File: src/rtl/display_mux_7seg_pkg.sv
// Shared constants for the 2-digit multiplexed 7-segment display driver.
// Segment patterns are active-low {g,f,e,d,c,b,a}; anodes are active-low.
package display_mux_7seg_pkg;

  localparam logic [6:0] SEG_0    = 7'b1000000;
  localparam logic [6:0] SEG_1    = 7'b1111001;
  localparam logic [6:0] SEG_2    = 7'b0100100;
  localparam logic [6:0] SEG_3    = 7'b0110000;
  localparam logic [6:0] SEG_4    = 7'b0011001;
  localparam logic [6:0] SEG_5    = 7'b0010010;
  localparam logic [6:0] SEG_6    = 7'b0000010;
  localparam logic [6:0] SEG_7    = 7'b1111000;
  localparam logic [6:0] SEG_8    = 7'b0000000;
  localparam logic [6:0] SEG_9    = 7'b0010000;
  localparam logic [6:0] SEG_DASH = 7'b0111111;
  localparam logic [6:0] SEG_OFF  = 7'b1111111;

  localparam logic [1:0] AN_UNITS = 2'b10;
  localparam logic [1:0] AN_TENS  = 2'b01;
  localparam logic [1:0] AN_OFF   = 2'b11;

  // Largest legal tens digit of a 60 s countdown.
  localparam logic [2:0] TENS_MAX = 3'd6;

  typedef enum logic {
    SEL_UNITS = 1'b0,
    SEL_TENS  = 1'b1
  } sel_e;

endpackage

File: src/rtl/display_mux_7seg_bcd_to_7seg.sv
// Combinational BCD digit to active-low 7-segment pattern; values above 9
// decode to a dash so a corrupted digit is visibly wrong rather than blank.
module bcd_to_7seg
  import display_mux_7seg_pkg::*;
(
  input  logic [3:0] digit,
  output logic [6:0] pattern
);

  always_comb begin
    pattern = SEG_DASH;
    case (digit)
      4'd0: pattern = SEG_0;
      4'd1: pattern = SEG_1;
      4'd2: pattern = SEG_2;
      4'd3: pattern = SEG_3;
      4'd4: pattern = SEG_4;
      4'd5: pattern = SEG_5;
      4'd6: pattern = SEG_6;
      4'd7: pattern = SEG_7;
      4'd8: pattern = SEG_8;
      4'd9: pattern = SEG_9;
      default: pattern = SEG_DASH;
    endcase
  end

endmodule

File: src/rtl/display_mux_7seg.sv
// Time-multiplexed 2-digit common-anode display for the BCD countdown timer.
// Digits are latched once per scan frame; the display can blink while it reads 00.
module display_mux_7seg
  import display_mux_7seg_pkg::*;
#(
  parameter int REFRESH_DIV  = 50000,
  parameter int BLINK_FRAMES = 250,
  parameter int LZ_BLANK     = 0
) (
  input  logic       clk,
  input  logic       reset,
  input  logic [3:0] q0,
  input  logic [2:0] q1,
  input  logic       blink_en,
  output logic [6:0] seg,
  output logic [1:0] an,
  output logic       zero
);

  localparam int RW = (REFRESH_DIV > 1) ? $clog2(REFRESH_DIV) : 1;
  localparam int BW = (BLINK_FRAMES > 1) ? $clog2(BLINK_FRAMES) : 1;
  localparam logic [RW-1:0] REF_LAST   = RW'(REFRESH_DIV - 1);
  localparam logic [BW-1:0] BLINK_LAST = BW'(BLINK_FRAMES - 1);

  logic [RW-1:0] ref_cnt;
  sel_e          sel;
  logic [3:0]    shadow_u;
  logic [2:0]    shadow_t;
  logic [BW-1:0] blink_cnt;
  logic          phase;

  logic          tick;
  logic          frame;
  logic          lz_hide;
  logic [6:0]    u_pat;
  logic [6:0]    t_pat;
  logic [6:0]    t_seg;

  assign tick  = (ref_cnt == REF_LAST);
  assign frame = tick && (sel == SEL_TENS);

  bcd_to_7seg u_dec_units (
    .digit   (shadow_u),
    .pattern (u_pat)
  );

  bcd_to_7seg u_dec_tens (
    .digit   ({1'b0, shadow_t}),
    .pattern (t_pat)
  );

  assign t_seg   = (shadow_t > TENS_MAX) ? SEG_DASH : t_pat;
  // 00 must always show both digits, so only a non-zero units digit hides the tens.
  assign lz_hide = (LZ_BLANK != 0) && (shadow_t == 3'd0) && (shadow_u != 4'd0);

  // Scan timing and once-per-frame digit latch.
  always_ff @(posedge clk or posedge reset) begin
    if (reset) begin
      ref_cnt  <= '0;
      sel      <= SEL_UNITS;
      shadow_u <= 4'd0;
      shadow_t <= 3'd0;
      zero     <= 1'b0;
    end else begin
      ref_cnt <= tick ? '0 : ref_cnt + RW'(1);
      if (tick) sel <= (sel == SEL_UNITS) ? SEL_TENS : SEL_UNITS;
      if (frame) begin
        shadow_u <= q0;
        shadow_t <= q1;
        zero     <= (q0 == 4'd0) && (q1 == 3'd0);
      end
    end
  end

  // Blink uses the already-latched zero, so a fresh 00 starts visible.
  always_ff @(posedge clk or posedge reset) begin
    if (reset) begin
      blink_cnt <= '0;
      phase     <= 1'b0;
    end else if (!zero || !blink_en) begin
      blink_cnt <= '0;
      phase     <= 1'b0;
    end else if (frame) begin
      if (blink_cnt == BLINK_LAST) begin
        blink_cnt <= '0;
        phase     <= ~phase;
      end else begin
        blink_cnt <= blink_cnt + BW'(1);
      end
    end
  end

  // Registered output stage; lags sel by one cycle.
  always_ff @(posedge clk or posedge reset) begin
    if (reset) begin
      an  <= AN_OFF;
      seg <= SEG_OFF;
    end else if (phase) begin
      an  <= AN_OFF;
      seg <= SEG_OFF;
    end else if (sel == SEL_UNITS) begin
      an  <= AN_UNITS;
      seg <= u_pat;
    end else if (lz_hide) begin
      an  <= AN_OFF;
      seg <= SEG_OFF;
    end else begin
      an  <= AN_TENS;
      seg <= t_seg;
    end
  end

endmodule

File: config.mk
export PLATFORM = sky130hd
export DESIGN_NAME = display_mux_7seg
export DESIGN_NICKNAME = d
export VERILOG_FILES = /design/src/rtl/display_mux_7seg_pkg.sv /design/src/rtl/display_mux_7seg_bcd_to_7seg.sv /design/src/rtl/display_mux_7seg.sv
export SDC_FILE = /design/constraint.sdc
export NUM_CORES = 1
export LEC_CHECK = 0
export BUFFER_PORTS_ARGS = -buffer_cell sky130_fd_sc_hd__buf_2
export CORE_MARGIN = 1.5
export CORE_UTILIZATION = 35
export CTS_CLUSTER_SIZE = 16
export DETAILED_ROUTE_END_ITERATION = 10
export PLACE_DENSITY = 0.54
export SYNTH_ARGS = -nofsm -noshare
export SYNTH_HDL_FRONTEND = slang
export SYNTH_SLANG_ARGS = --single-unit
File: constraint.sdc
create_clock -name clk -period 2.76 [get_ports clk]
set_input_delay 0 -clock clk [delete_from_list [all_inputs] [get_ports clk]]
set_output_delay 0 -clock clk [all_outputs]
set_load 0.01 [all_outputs]
-- Word-level counts from Yosys, hierarchy flattened
Memory sizes are Yosys's and may differ from the RTL's.
Cells that the tools add are included.
- register bits after elaboration: 43
- memory bits (read-only): 224
- input port bits: 10
- output and inout bits: 10
- word-level logic and storage cells: 40
- memories: 2
- add/sub/neg operators: 2
- order comparisons: 1
- eq/ne operators: 2
- multiplexer cells: 13
- bitwise logic cells: 1
- reduce and logical (&&, ||, !) cells: 10
- memory list (memory ; depth ; width ; read ports ; clocked after Yosys merged registers in ; write ports ; RTL line ; text):
    (no name shown) ; 16 ; 7 ; 1 ; 0 ; 0 ; display_mux_7seg_bcd_to_7seg.sv:12 ; case (digit)
    (no name shown) ; 16 ; 7 ; 1 ; 0 ; 0 ; display_mux_7seg_bcd_to_7seg.sv:12 ;
- operator list (kind ; number):
    $mux W8 ; 3
    $mux W7 ; 3
    $add A16 B1 Y16 const B ; 1
    $eq A16 B16 Y1 const B ; 1
    $mux W16 ; 1
    $add A8 B1 Y8 const B ; 1
    $eq A8 B8 Y1 const B ; 1
    $logic_not A4 Y1 ; 1
    $mux W1 ; 4
    $mux W2 ; 2
    $reduce_bool A2 Y1 ; 2
    $gt A3 B3 Y1 const B ; 1
    $logic_not A3 Y1 ; 1
    $logic_and A1 B1 Y1 ; 2
    $logic_not A1 Y1 ; 2
    $reduce_and A2 Y1 ; 1
    $logic_or A1 B1 Y1 ; 1
    $not A1 Y1 ; 1

-- Longest topological paths before layout
- depth after elaboration: 4
- depth in mapped cells: 6

-- Cells and area by module
From an unflattened synthesis, not the netlist that was laid out.
- cells, all modules: 238
- area, all modules: 2468.6 µm²
- by module, submodules not included (module ; times used ; cells each ; area each (µm²) ; seq. area each (µm²)):
    display_mux_7seg ; 1 ; 176 ; 1988.2 ; 1087.3
    bcd_to_7seg ; 2 ; 31 ; 240.2 ; 0.0

-- Least setup slack after synthesis
No wires, ideal clock.
- kind: reg2reg
- start: register ref_cnt[5]
- end: register blink_cnt[3]
- setup time: 0.099 ns
- data arrival time: 1.678 ns
- slack: 0.983 ns
- stages on the path, launching flop included: 6
- path buffers: 1
- period minus slack after synthesis: 1.777 ns
- path through: dfrtp_1 -> or4b_4 -> nor4_4 -> buf_6 -> a31oi_1 -> a311oi_1
- cells in the longest elaborated chain, start to end: 3
- ends and longest elaborated chain (element ; RTL line ; text):
    start, declared ; display_mux_7seg.sv:25 ; logic [RW-1:0] ref_cnt;
    start signal, assigned ; display_mux_7seg.sv:65 ; ref_cnt <= tick ? '0 : ref_cnt + RW'(1);
    $eq A16 B16 Y1 ; display_mux_7seg.sv:39 ; assign tick = (ref_cnt == REF_LAST);
    $logic_and A1 B1 Y1 ; display_mux_7seg.sv:40 ; assign frame = tick && (sel == SEL_TENS);
    $reduce_bool A2 Y1 (no source line) ; - ;
    end signal, assigned ; display_mux_7seg.sv:88 ; blink_cnt <= blink_cnt + BW'(1);
    end, declared ; display_mux_7seg.sv:29 ; logic [BW-1:0] blink_cnt;
No other way between the ends.
A chain may end at the register's enable or synchronous reset.

-- Worst setup path after layout
- start: register ref_cnt[5]
- end: register blink_cnt[6]
Same word-level chain as after synthesis.

==> impl_metrics.csv <==
group,metric,value,unit
floorplanning,rows,29,
placement,routability_congestion,0.766,
timing,setup_tns_final,0,ns
timing,finalCritPeriodShare,75.9,%
timing,slew_headroom,36.3,%
placement,place_ws,0.693,ns
grt,antenna_found_initial,0,
drt,detail_route.drc_violations,0,
logic_synthesis,synth_area_per_cell,9.89,um^2
hold_path,hp-class,"in -> reg",
floorplanning,die_width,83.4,um
timing,tightest_slew,0.949,ns
worst_setup_path,sequence_of_cells_on_the_critical_path,"or4b_4 > nor4_4 > buf_4 > and2_1 > a311oi_1",
power_and_ir_drop,p_clk_share,38.7,%
floorplanning,design.portCount,20,
grt,grt_first_pass_wirelength,8180,um
worst_setup_path,cp_slowest_stage_delay,0.57,ns
worst_setup_path,number_of_logic_stages_on_the_critical_path_including_buffering,5,
power_and_ir_drop,seq_power_share,58.0,%
power_and_ir_drop,power.internal,851,uW
drt,dr_total_vias,1728,
timing,timing.clock.skew,0.00914,ns
drt,first_pass_iters,4,
timing,finalHoldViolCount,0,
layout,layout.cells.most_common,"sky130_fd_sc_hd__dfrtp_1",
drt,drt-wirelength-per-cell,13.2,um
drt,drtAntennaViolNets,0,
grt,number_of_global_route_vias_before_repair,1672,
drt,drt_first_iter_violations,95,
clocking,clock_insertion_delay_worst_skew,0.29,ns
grt,grt_overflow,0,
clocking,clockBufferDepth,2,
power_and_ir_drop,ratio_of_total_power_to_cell_area,416,nW/um^2
timing,finalSetupViolCount,0,
placement,post-dp-hpwl,3140,um
clocking,cts_buffers,5,
power_and_ir_drop,p_sw_share,22.1,%
logic_synthesis,syn-cell-area,2260,um^2
logic_synthesis,synth_sequential_area_ratio,48.0,%
logic_synthesis,async_reset_ff_share,100,%
worst_setup_path,ff2ff_path_depth,5,
layout,post_route_cells_drive_above_1_share,18.1,%
worst_setup_path,path_type_of_the_worst_setup_path,"reg -> reg",
logic_synthesis,nets_in_the_synthesized_netlist,251,
logic_synthesis,post_synth_edffs,0,
worst_setup_path,critPathRequiredTime,2.92,ns
worst_setup_path,crit_fanout,12,
run_status,run_status,"complete, no violations",
floorplanning,die_h,83.4,um
clocking,clk_root_buffer_cell,"sky130_fd_sc_hd__clkbuf_8",
logic_synthesis,synth_cell_type_count,42,
grt,globalRouteTotalUtil,14.3,%
layout,fin_nets,281,
clocking,cts_htree_levels,2,
drt,wirelength,4460,um
logic_synthesis,yosys_most_used_dff,"sky130_fd_sc_hd__dfrtp_1",
worst_setup_path,cp_max_stage_cell,"sky130_fd_sc_hd__or4b_4",
hold_path,hold_path_depth,3,
worst_setup_path,cp-end-kind,"flip-flop",
job,max_cap_violations,0,
logic_synthesis,synth-seq-cells,43,
power_and_ir_drop,pwr-share-comb,3.4,%
power_and_ir_drop,power_leakage,0.00118,uW
clocking,clock_tree_from_tritoncts,"built",
worst_setup_path,critPathLaunchType,"flip-flop",
timing,rsz0062_at_grt,"no",
placement,port_buffers,19,
floorplanning,effective_utilization_at_floorplan,35.9,%
worst_setup_path,setup.reg_to_reg.worst_slack,0.66,ns
clocking,clkSinkCount,43,
logic_synthesis,synthesis.instances,229,
timing,hold_ws,0.181,ns
logic_synthesis,synth-warning-count,0,
worst_setup_path,critPathTopFamily,"simple AND/OR/NAND/NOR gates",
timing,fmax,477,MHz
layout,syn_to_final_growth,15.9,%
drt,routed_vias_inst,5.13,
power_and_ir_drop,p_total,1090,uW
grt,grt_start_max_net_pins,27,
layout,diodes,0,
timing,finalCriticalPeriod,2.10,ns
layout,layout_common_cells,"sky130_fd_sc_hd__dfrtp_1, sky130_fd_sc_hd__a21oi_1, sky130_fd_sc_hd__buf_2",
worst_setup_path,timing.critical_path.buf_inv,1,
timing,post-route-worst-setup-slack,0.664,ns
clocking,clkSlewWorstSetupHoldPaths,0.09,ns
layout,postLayoutCoreUtil,41.6,%
worst_setup_path,arrival,2.25,ns
floorplanning,core_area,6310,um^2
power_and_ir_drop,ir_drop,228,uV
floorplanning,fp.dieArea,6960,um^2
power_and_ir_drop,p_sw,241,uW
timing,drv_slew,0,
==> synth_stat cells, types with 3 or more instances <==
cell type | n | share of area, %
sky130_fd_sc_hd__dfstp_2 | 9 | 10
sky130_fd_sc_hd__and4_1 | 4 | 1.5
sky130_fd_sc_hd__a31oi_1 | 4 | 1.1
sky130_fd_sc_hd__xor2_1 | 7 | 2.7
sky130_fd_sc_hd__nand3_1 | 14 | 3.1
sky130_fd_sc_hd__dfrtp_1 | 34 | 38
sky130_fd_sc_hd__a21o_1 | 3 | 0.99
sky130_fd_sc_hd__o21ai_0 | 17 | 3.8
sky130_fd_sc_hd__a21oi_1 | 22 | 4.9
sky130_fd_sc_hd__nor2b_1 | 3 | 0.83
sky130_fd_sc_hd__nand2_1 | 14 | 2.3
sky130_fd_sc_hd__nor2_1 | 17 | 2.8
sky130_fd_sc_hd__nand4_1 | 6 | 1.7
sky130_fd_sc_hd__xnor2_1 | 6 | 2.3
sky130_fd_sc_hd__a311oi_1 | 3 | 1.2
sky130_fd_sc_hd__clkbuf_1 | 5 | 0.83
sky130_fd_sc_hd__nor3_1 | 3 | 0.66
sky130_fd_sc_hd__inv_1 | 13 | 2.2
sky130_fd_sc_hd__ha_1 | 12 | 6.6
sky130_fd_sc_hd__and3_1 | 4 | 1.1
==> cells by family (layout without fill, tap and decap cells) <==
family | count (synthesis) | after routing | synth area share, %
flops | 43 | 43 | 48.0
fa+ha+maj | 12 | 12 | 6.63
buf+inv | 21 | 52 | 3.92
xor+xnor | 13 | 13 | 5.03
mux | 4 | 4 | 1.88
compound gates | 53 | 53 | 13.4
simple gates | 83 | 83 | 21.2
==> repair_timing <==
item	4_1_cts	5_1_grt
hold buffers	8	0
hold endpoints to repair	33	0
resized for setup	0	0
buffers inserted	0	0
==> metal layers <==
metal / vias up / global-route usage, % / part of all wire [%]
li1: 877 / - / -
met5: - / 0 / 0
met3: 4 / 3.08 / 3.1
met2: 23 / 22.5 / 47
met1: 824 / 19.9 / 49
met4: 0 / 4.02 / 0.92
==> worst register-to-register path: stages, from the launching register on <==
cell,delay (ns)
sky130_fd_sc_hd__dfrtp_1,0.45
sky130_fd_sc_hd__or4b_4,0.57
sky130_fd_sc_hd__nor4_4,0.25
sky130_fd_sc_hd__buf_4,0.23
sky130_fd_sc_hd__and2_1,0.32
sky130_fd_sc_hd__a311oi_1,0.14
==> final cells by class <==
class / instances / area (um^2)
Clock buffer: 6 / 82.6
Clock inverter: 2 / 16.3
Fill cell: 641 / 3690
Inverter: 13 / 48.8
Multi-Input combinational cell: 165 / 1090
Sequential cell: 43 / 1090
Tap cell: 77 / 96.3
Timing Repair Buffer: 31 / 205
==> sequential cells by signal, indices dropped and copies added (netlist names) <==
register / flops
ref_cnt: 16
shadow_u: 4
seg: 7
zero: 1
an: 2
shadow_t: 3
sel: 1
blink_cnt: 8
phase: 1
==> final timing paths <==
check                                    end        from
worst min register to register    ref_cnt[0]  ref_cnt[0]
worst max-delay path            blink_cnt[6]  ref_cnt[5]
max in group asynchronous             seg[2]       reset
worst min-delay path            blink_cnt[3]    blink_en
min in group asynchronous       blink_cnt[3]       reset
worst max register to register  blink_cnt[6]  ref_cnt[5]
==> power groups by stage <==
stage	Sequential (uW)	Combinational, uW	Clock (uW)
6_report	633	36.7	423
3_5_place_dp	645	29.5	0
5_1_grt	634	42.2	478
3_3_place_gp	645	29.4	0
2_1_floorplan	643	16.2	0
4_1_cts	633	38.4	442
==> per-stage QoR <==
step	instance area (um^2)	cells
finish	2630	337
global placement	2450	321
global route	2630	337
CTS	2630	337
detailed placement	2450	321
floorplan	2260	229
No activity file was read; power rests on OpenSTA's default activity.
